**config.mk**
```make
export PLATFORM = sky130hd
export DESIGN_NAME = secret_accum_core
export DESIGN_NICKNAME = d
export VERILOG_FILES = /design/src/rtl/secret_accum_core.sv
export SDC_FILE = /design/constraint.sdc
export NUM_CORES = 1
export LEC_CHECK = 0
export CORE_AREA = 2 2 381 383
export CTS_CLUSTER_SIZE = 16
export DETAILED_ROUTE_END_ITERATION = 16
export DIE_AREA = 0 0 383 385
export GPL_TIMING_DRIVEN = 0
export SKIP_CTS_REPAIR_TIMING = 1
export SLEW_MARGIN = 20
export SYNTH_ARGS = -nofsm -noshare
export SYNTH_HDL_FRONTEND = slang
export SYNTH_SLANG_ARGS = --single-unit
```
**constraint.sdc**
```tcl
create_clock -name clk -period 5.44 [get_ports clk]
set_input_delay 1.088 -clock clk [delete_from_list [all_inputs] [get_ports clk]]
set_output_delay 1.088 -clock clk [all_outputs]
set_load 0.005 [all_outputs]
```
**src/rtl/secret_accum_core.sv**
```systemverilog
// secret_accum_core
// Responder that sits behind the protected "secret" library wrapper.
// Holds a registered accumulator that adds a hidden constant every cycle,
// exposes a combinational bypass view of it, and provides a set of
// zero-latency pass-through lanes of assorted widths. These lanes exist
// so that marshalling across the protection boundary can be exercised.
// Wrap and activity status are exported for the verification bench.

module secret_accum_core #(
   parameter int WIDTH        = 32,
   parameter int SECRET_VALUE = 7,
   parameter int CNT_WIDTH    = 16
) (
   input  logic                 clk,
   input  logic                 rst,
   input  logic [WIDTH-1:0]     accum_in,
   output logic [WIDTH-1:0]     accum_out,
   input  logic                 accum_bypass,
   output logic [WIDTH-1:0]     accum_bypass_out,
   output logic                 accum_wrap,
   output logic [CNT_WIDTH-1:0] accum_count,
   input  logic                 s1_in,
   output logic                 s1_out,
   input  logic [1:0]           s2_in,
   output logic [1:0]           s2_out,
   input  logic [7:0]           s8_in,
   output logic [7:0]           s8_out,
   input  logic [32:0]          s33_in,
   output logic [32:0]          s33_out,
   input  logic [63:0]          s64_in,
   output logic [63:0]          s64_out,
   input  logic [64:0]          s65_in,
   output logic [64:0]          s65_out,
   input  logic [128:0]         s129_in,
   output logic [128:0]         s129_out,
   input  logic [3:0][31:0]     s4x32_in,
   output logic [3:0][31:0]     s4x32_out
);

   // The hidden constant is truncated to the accumulator width.
   localparam logic [WIDTH-1:0] SECRET_TRUNC = WIDTH'(SECRET_VALUE);

   // The sum uses two extra bits so that overflow can be detected.
   // Adding two WIDTH-bit values plus a constant can carry into either
   // of those two upper bits.
   logic [WIDTH+1:0] accum_sum;

   // Form the next accumulator value with enough headroom to detect overflow.
   always_comb begin
      accum_sum = {2'b00, accum_out} + {2'b00, accum_in} + {2'b00, SECRET_TRUNC};
   end

   // Accumulator and sticky wrap flag.
   // The accumulator keeps running whether or not bypass is selected.
   always_ff @(posedge clk or posedge rst) begin
      if (rst) begin
         accum_out  <= '0;
         accum_wrap <= 1'b0;
      end else begin
         accum_out <= accum_sum[WIDTH-1:0];
         if (accum_sum[WIDTH+1:WIDTH] != 2'b00) begin
            accum_wrap <= 1'b1;
         end
      end
   end

   // Count edges since reset release. The counter saturates at all-ones
   // instead of wrapping.
   always_ff @(posedge clk or posedge rst) begin
      if (rst) begin
         accum_count <= '0;
      end else if (accum_count != {CNT_WIDTH{1'b1}}) begin
         accum_count <= accum_count + CNT_WIDTH'(1);
      end
   end

   // Bypass view: this path is purely combinational, so a bypass toggle
   // takes effect within the same cycle.
   always_comb begin
      accum_bypass_out = accum_bypass ? accum_in : accum_out;
   end

   // Pass-through lanes are wired straight across at full width.
   assign s1_out    = s1_in;
   assign s2_out    = s2_in;
   assign s8_out    = s8_in;
   assign s33_out   = s33_in;
   assign s64_out   = s64_in;
   assign s65_out   = s65_in;
   assign s129_out  = s129_in;
   assign s4x32_out = s4x32_in;

endmodule

```
======== Word level (Yosys, flattened, before mapping) ========
Cells that the tools add are included.
storage, ports and cells
  register bits ........................... 49
  output and inout port bits .............. 511
  input bits .............................. 465
  logic and storage cells ................. 9
operators by class
  reductions and logical operators ........ 1
  add/subtract/negate cells ............... 3
  muxes and demuxes ....................... 1
  equality and inequality tests ........... 1
operators with widths
  operator                                        number
  adder 33 x 3 -> 34 bit (second input constant)  1
  adder 32 x 32 -> 33 bit                         1
  2-to-1 mux 32 bit                               1
  adder 16 x 1 -> 16 bit (second input constant)  1
  != test 16 bit (second input constant)          1
  nonzero test 2 bit                              1

======== Logic depth before layout (Yosys ltp) ========
  word-level depth ........................ 3
  gate-level depth with buffers ........... 13
  gate-level depth less buffers ........... 13

======== Worst setup path after synthesis ========
OpenSTA, ideal clock, no wires.
  path type ............................... input -> register
  start ................................... in accum_in[1]
  end ..................................... reg accum_wrap
  path slack .............................. 2.091 ns
  path buffers ............................ 0
  stages on the path ...................... 13
  data required time ...................... 5.306 ns
  data arrival time ....................... 3.216 ns
  setup time .............................. 0.134 ns
  path through ............................ inv_1 ha_1 inv_1 ha_1 fa_1 a211oi_1 o21ai_0 nand2_1 a2111oi_2 nor2_2 o31ai_4 a221oi_1 mux2i_1
on the way
  cells in the longest elaborated chain, start to end .. 3
ends and longest elaborated chain
  element                  RTL line  text
  start, declared          16        input logic [WIDTH-1:0] accum_in,
  adder 32 x 32 -> 33 bit  50        accum_sum = {2'b00, accum_out} + {2'b00, accum_in} + {2'b00, SECRET_TRUNC};
  adder 33 x 3 -> 34 bit   50
  nonzero test 2 bit       61        if (accum_sum[WIDTH+1:WIDTH] != 2'b00) begin
  end signal, assigned     58        accum_wrap <= 1'b0;
  end signal, assigned     62        accum_wrap <= 1'b1;
  end, declared            20        output logic accum_wrap,
No other way between the ends.
A chain may end at the register's enable or synchronous reset.

======== Final worst setup path ========
  start ................................... in accum_in[1]
  end ..................................... reg accum_out[31]
on the way
  cells in the longest elaborated chain, start to end .. 2
ends and longest elaborated chain
  element                  RTL line  text
  adder 32 x 32 -> 33 bit  50
  adder 33 x 3 -> 34 bit   50
  named net accum_sum[31]  46        logic [WIDTH+1:0] accum_sum;
  end signal, assigned     60        accum_out <= accum_sum[WIDTH-1:0];
  end, declared            17        output logic [WIDTH-1:0] accum_out,
The timed path passes the listed nets, and every way through them passes these cells.

==> summary.md <==
| Metric | Value |
|---|---|
| Dominant synthesized flop cell | `dfrtp_1` |
| Reg2Reg Setup Slack | `1.83 ns` |
| Setup TNS | `0 ns` |
| Grt met1 use | `8.030%` |
| WP data required | `5.66 ns` |
| Core Area | `143100 um^2` |
| Vias in the first global route | `7078` |
| Routed vias/inst | `2.214` |
| DRC viols | `0` |
| Crit-path max FO | `3` |
| Arr. time, crit path | `4.67 ns` |
| Clock power frac | `slightly below 10%` |
| DRT Pass-1 Iters | `5` |
| Final Non-Filler Cells | `3300` |
| Critical path endpoint category | `flip-flop` |
| Largest net degree at the start of global routing | `31` |
| First-pass GRT wire length | `between 60000 and 70000 um` |
| DRT antenna net count | `0` |
| Relative slew slack | `between 40 and 50%` |
| Met2 track demand over resource | `a little over a tenth` |
| Gr usage total | `under 10%` |
| Syn_nets | `1363` |
| Post-synthesis cell type count | `53` |
| Proportion of netlist area held by the largest area contributor | `45.19%` |
| Wirelength, routed | `51600 um` |
| CTS sink count | `49` |
| Nets | `1916` |
| Most used routing layer | `met2` |
| Layout cells sized above 1 | `35.62%` |
| Largest area contributor in the netlist | `buf_4` |
| Worst hold slack | `a little over 0.5 ns` |
| Design Power | `4.066 mW` |
| Slew @ Worst Pin | `slightly below 0.8 ns` |
| Met3 Track Usage GR | `2.774%` |
| Setup-failing EPs final | `0` |
| Routed len/inst | `15.64 um` |
| Comb power frac | `71.9%` |
| Async S/R FF share, synth | `100.0%` |
| Placed Cells | `roughly 3300` |
| Gr ovfl total | `0` |
| Die Y | `385 um` |
| IO Count | `976` |
| DRT iter0 DRCs | `209` |
| DR vias | `around 7300` |
| Worst skew pair latency | `0.36 ns` |
| GPL Wtd Cong | `0.8762` |
| Power Dens Cells | `266.5 nW/um^2` |
| Cells after Synth | `833` |
| Fill cells | `approximately 16000` |
| Sw Ratio | `45.13%` |
| # port buffers | `544` |
| Crit-path max cell delay | `~0.57 ns` |
| Area growth syn-to-layout | `112.1%` |
| Lkg Pwr | `just over 6 nW` |
| Cts bufs inserted | `5` |
| Sequential power share | `18.2%` |
| Initial antenna violation count | `23` |
| Fmax | `between 0.2 and 0.25 GHz` |
| Clock root cell | `clkbuf_16` |
| Worst min-delay path class | `flip-flop to flip-flop` |
| Mean post-synth cell area | `~8.6 um^2` |
| Initial Util | `approximately 5.0%` |
| RSZ-0062 raised after global routing | `false` |
| Tmin final | `between 4 and 5 ns` |
| Seq cells post-synth | `49` |
| CP Launch Type | `input port` |
| CTS tree | `done` |
| Number of synthesized flops with an enable pin | `0` |
| Final HPWL DP | `47950 um` |
| Most frequent cell after synthesis | `buf_4` |
| Synth cell count leaders | `buf_4, ha_1, dfrtp_1` |
| Cell chain of the critical path | `clkdlybuf4s50_1, inv_1, ha_1, inv_1, ha_1, fa_1, a211oi_1, o21ai_0, nand2_1, a2111oi_2, nor2_2, o31ai_4, a31oi_1, xnor2_1` |
| Switch Pwr | `approximately 1.8 mW` |
| Ranking of synthesized cells by area | `buf_4, dfrtp_1, ha_1` |
| Row count | `139` |
| H-tree Lvls | `2` |
| CTS Buffer Depth | `2` |
| Worst Path Class, Setup | `input port to flip-flop` |
| Cell Int Power | `2.231 mW` |
| Max-cap viol count | `0` |
| Final clock skew | `0.02853 ns` |
| DIE WIDTH | `around 380 um` |
| Critical path's slowest cell | `fa_1` |
| Seq/Total Area, Yosys | `17.05%` |
| Fin. Hold Viols | `0` |
| Tcrit/Tclk final | `just over 80%` |
| Synth warn | `0` |
| Die Footprint | `147500 um^2` |
| VDD IR-drop max | `0.2080 mV` |
| Status | `complete, no violations` |
| Clock Pin Slew Worst Setup and Hold Paths | `approximately 0.090 ns` |
| Max Transition Viols Final | `0` |
| Post-Synthesis Cell Area | `7193 um^2` |
[routing by layer]
| layer | wire, um | part of all wire (%) | up-vias |
|---|---|---|---|
| met3 | 5038 | 9.8 | 39 |
| met1 | 21310 | 41 | 3327 |
| met2 | 24390 | 47 | 473 |
| met4 | 717 | 1.4 | 22 |
| li1 | - | - | 3446 |
| met5 | 148 | 0.29 | - |
[state kept, by name, indices dropped and copies added (netlist names)]
signal and flops:
accum_count 16, accum_out 32, accum_wrap 1
[worst paths after layout]
kind | start | depth (start not counted) | endpoint
max | accum_in[1] | 14 | accum_out[31]
max in group asynchronous | rst | 3 | accum_out[29]
max reg2reg | accum_out[1] | 13 | accum_out[31]
min reg2reg | accum_count[9] | 1 | accum_count[9]
min in group asynchronous | rst | 2 | accum_count[2]
min | accum_count[9] | 1 | accum_count[9]
[layout make-up]
cell class              count  area, um^2  area share (%)
well taps                1903        2381           15.61
repair buffers            546        5493           36.00
diodes                     10       25.02          0.1640
multi-input cells         322        2604           17.07
plain buffers             441        3292           21.58
clock inverters             3       28.78          0.1886
inverters                  21       81.33          0.5331
flip-flops and latches     49        1226           8.037
clock buffers               5       125.1          0.8201
[logic make-up after synthesis]
kind of cell / synth area share, %
mux: 4.836
flops: 17.05
fa+ha+maj: 11.41
xor+xnor: 4.627
simple gates: 6.993
buf+inv: 46.81
compound gates: 8.280
[stage by stage]
stage | utilization, % | area [um^2] | setup slack (ns)
global route | 10.65 | 15240 | 0.7025
detailed placement | 10.53 | 15080 | 0.5168
floorplan | - | 7193 | 2.091
CTS | 10.64 | 15230 | 0.8707
global placement | 10.49 | 15020 | -0.5538
finish | 10.66 | 15260 | 0.9893
[worst max-delay path, delay by kind of cell]
kind / cells / cell delay (ns)
AO/OA/AOI/OAI: 5 / 1.47
XOR/XNOR: 1 / 0.15
adder cells (fa/ha/maj): 3 / 1.04
buffers and inverters: 3 / 0.59
AND/OR/NAND/NOR: 2 / 0.32
[power groups by stage]
stage	Clock, mW	Sequential [mW]	Combinational, mW
2_1_floorplan	0	0.615	1.65
3_3_place_gp	0	0.779	2.98
3_5_place_dp	0	0.782	2.99
4_1_cts	0.441	0.776	3.01
5_1_grt	0.450	0.786	3.27
6_report	0.403	0.738	2.92
[layout by cell type (no fill, tap or decap), types with 10 or more instances in the layout]
master,Yosys,final
o21ai_0,17,17
dfrtp_1,49,49
nand2_1,28,28
xor2_1,12,12
nor2_1,17,17
clkdlybuf4s50_1,0,544
mux2_2,30,30
diode_2,0,10
ha_1,64,64
inv_1,21,20
nand3_1,17,17
buf_4,433,433
xnor2_1,26,26
a21oi_1,31,30
No activity file was read; power rests on OpenSTA's default activity.
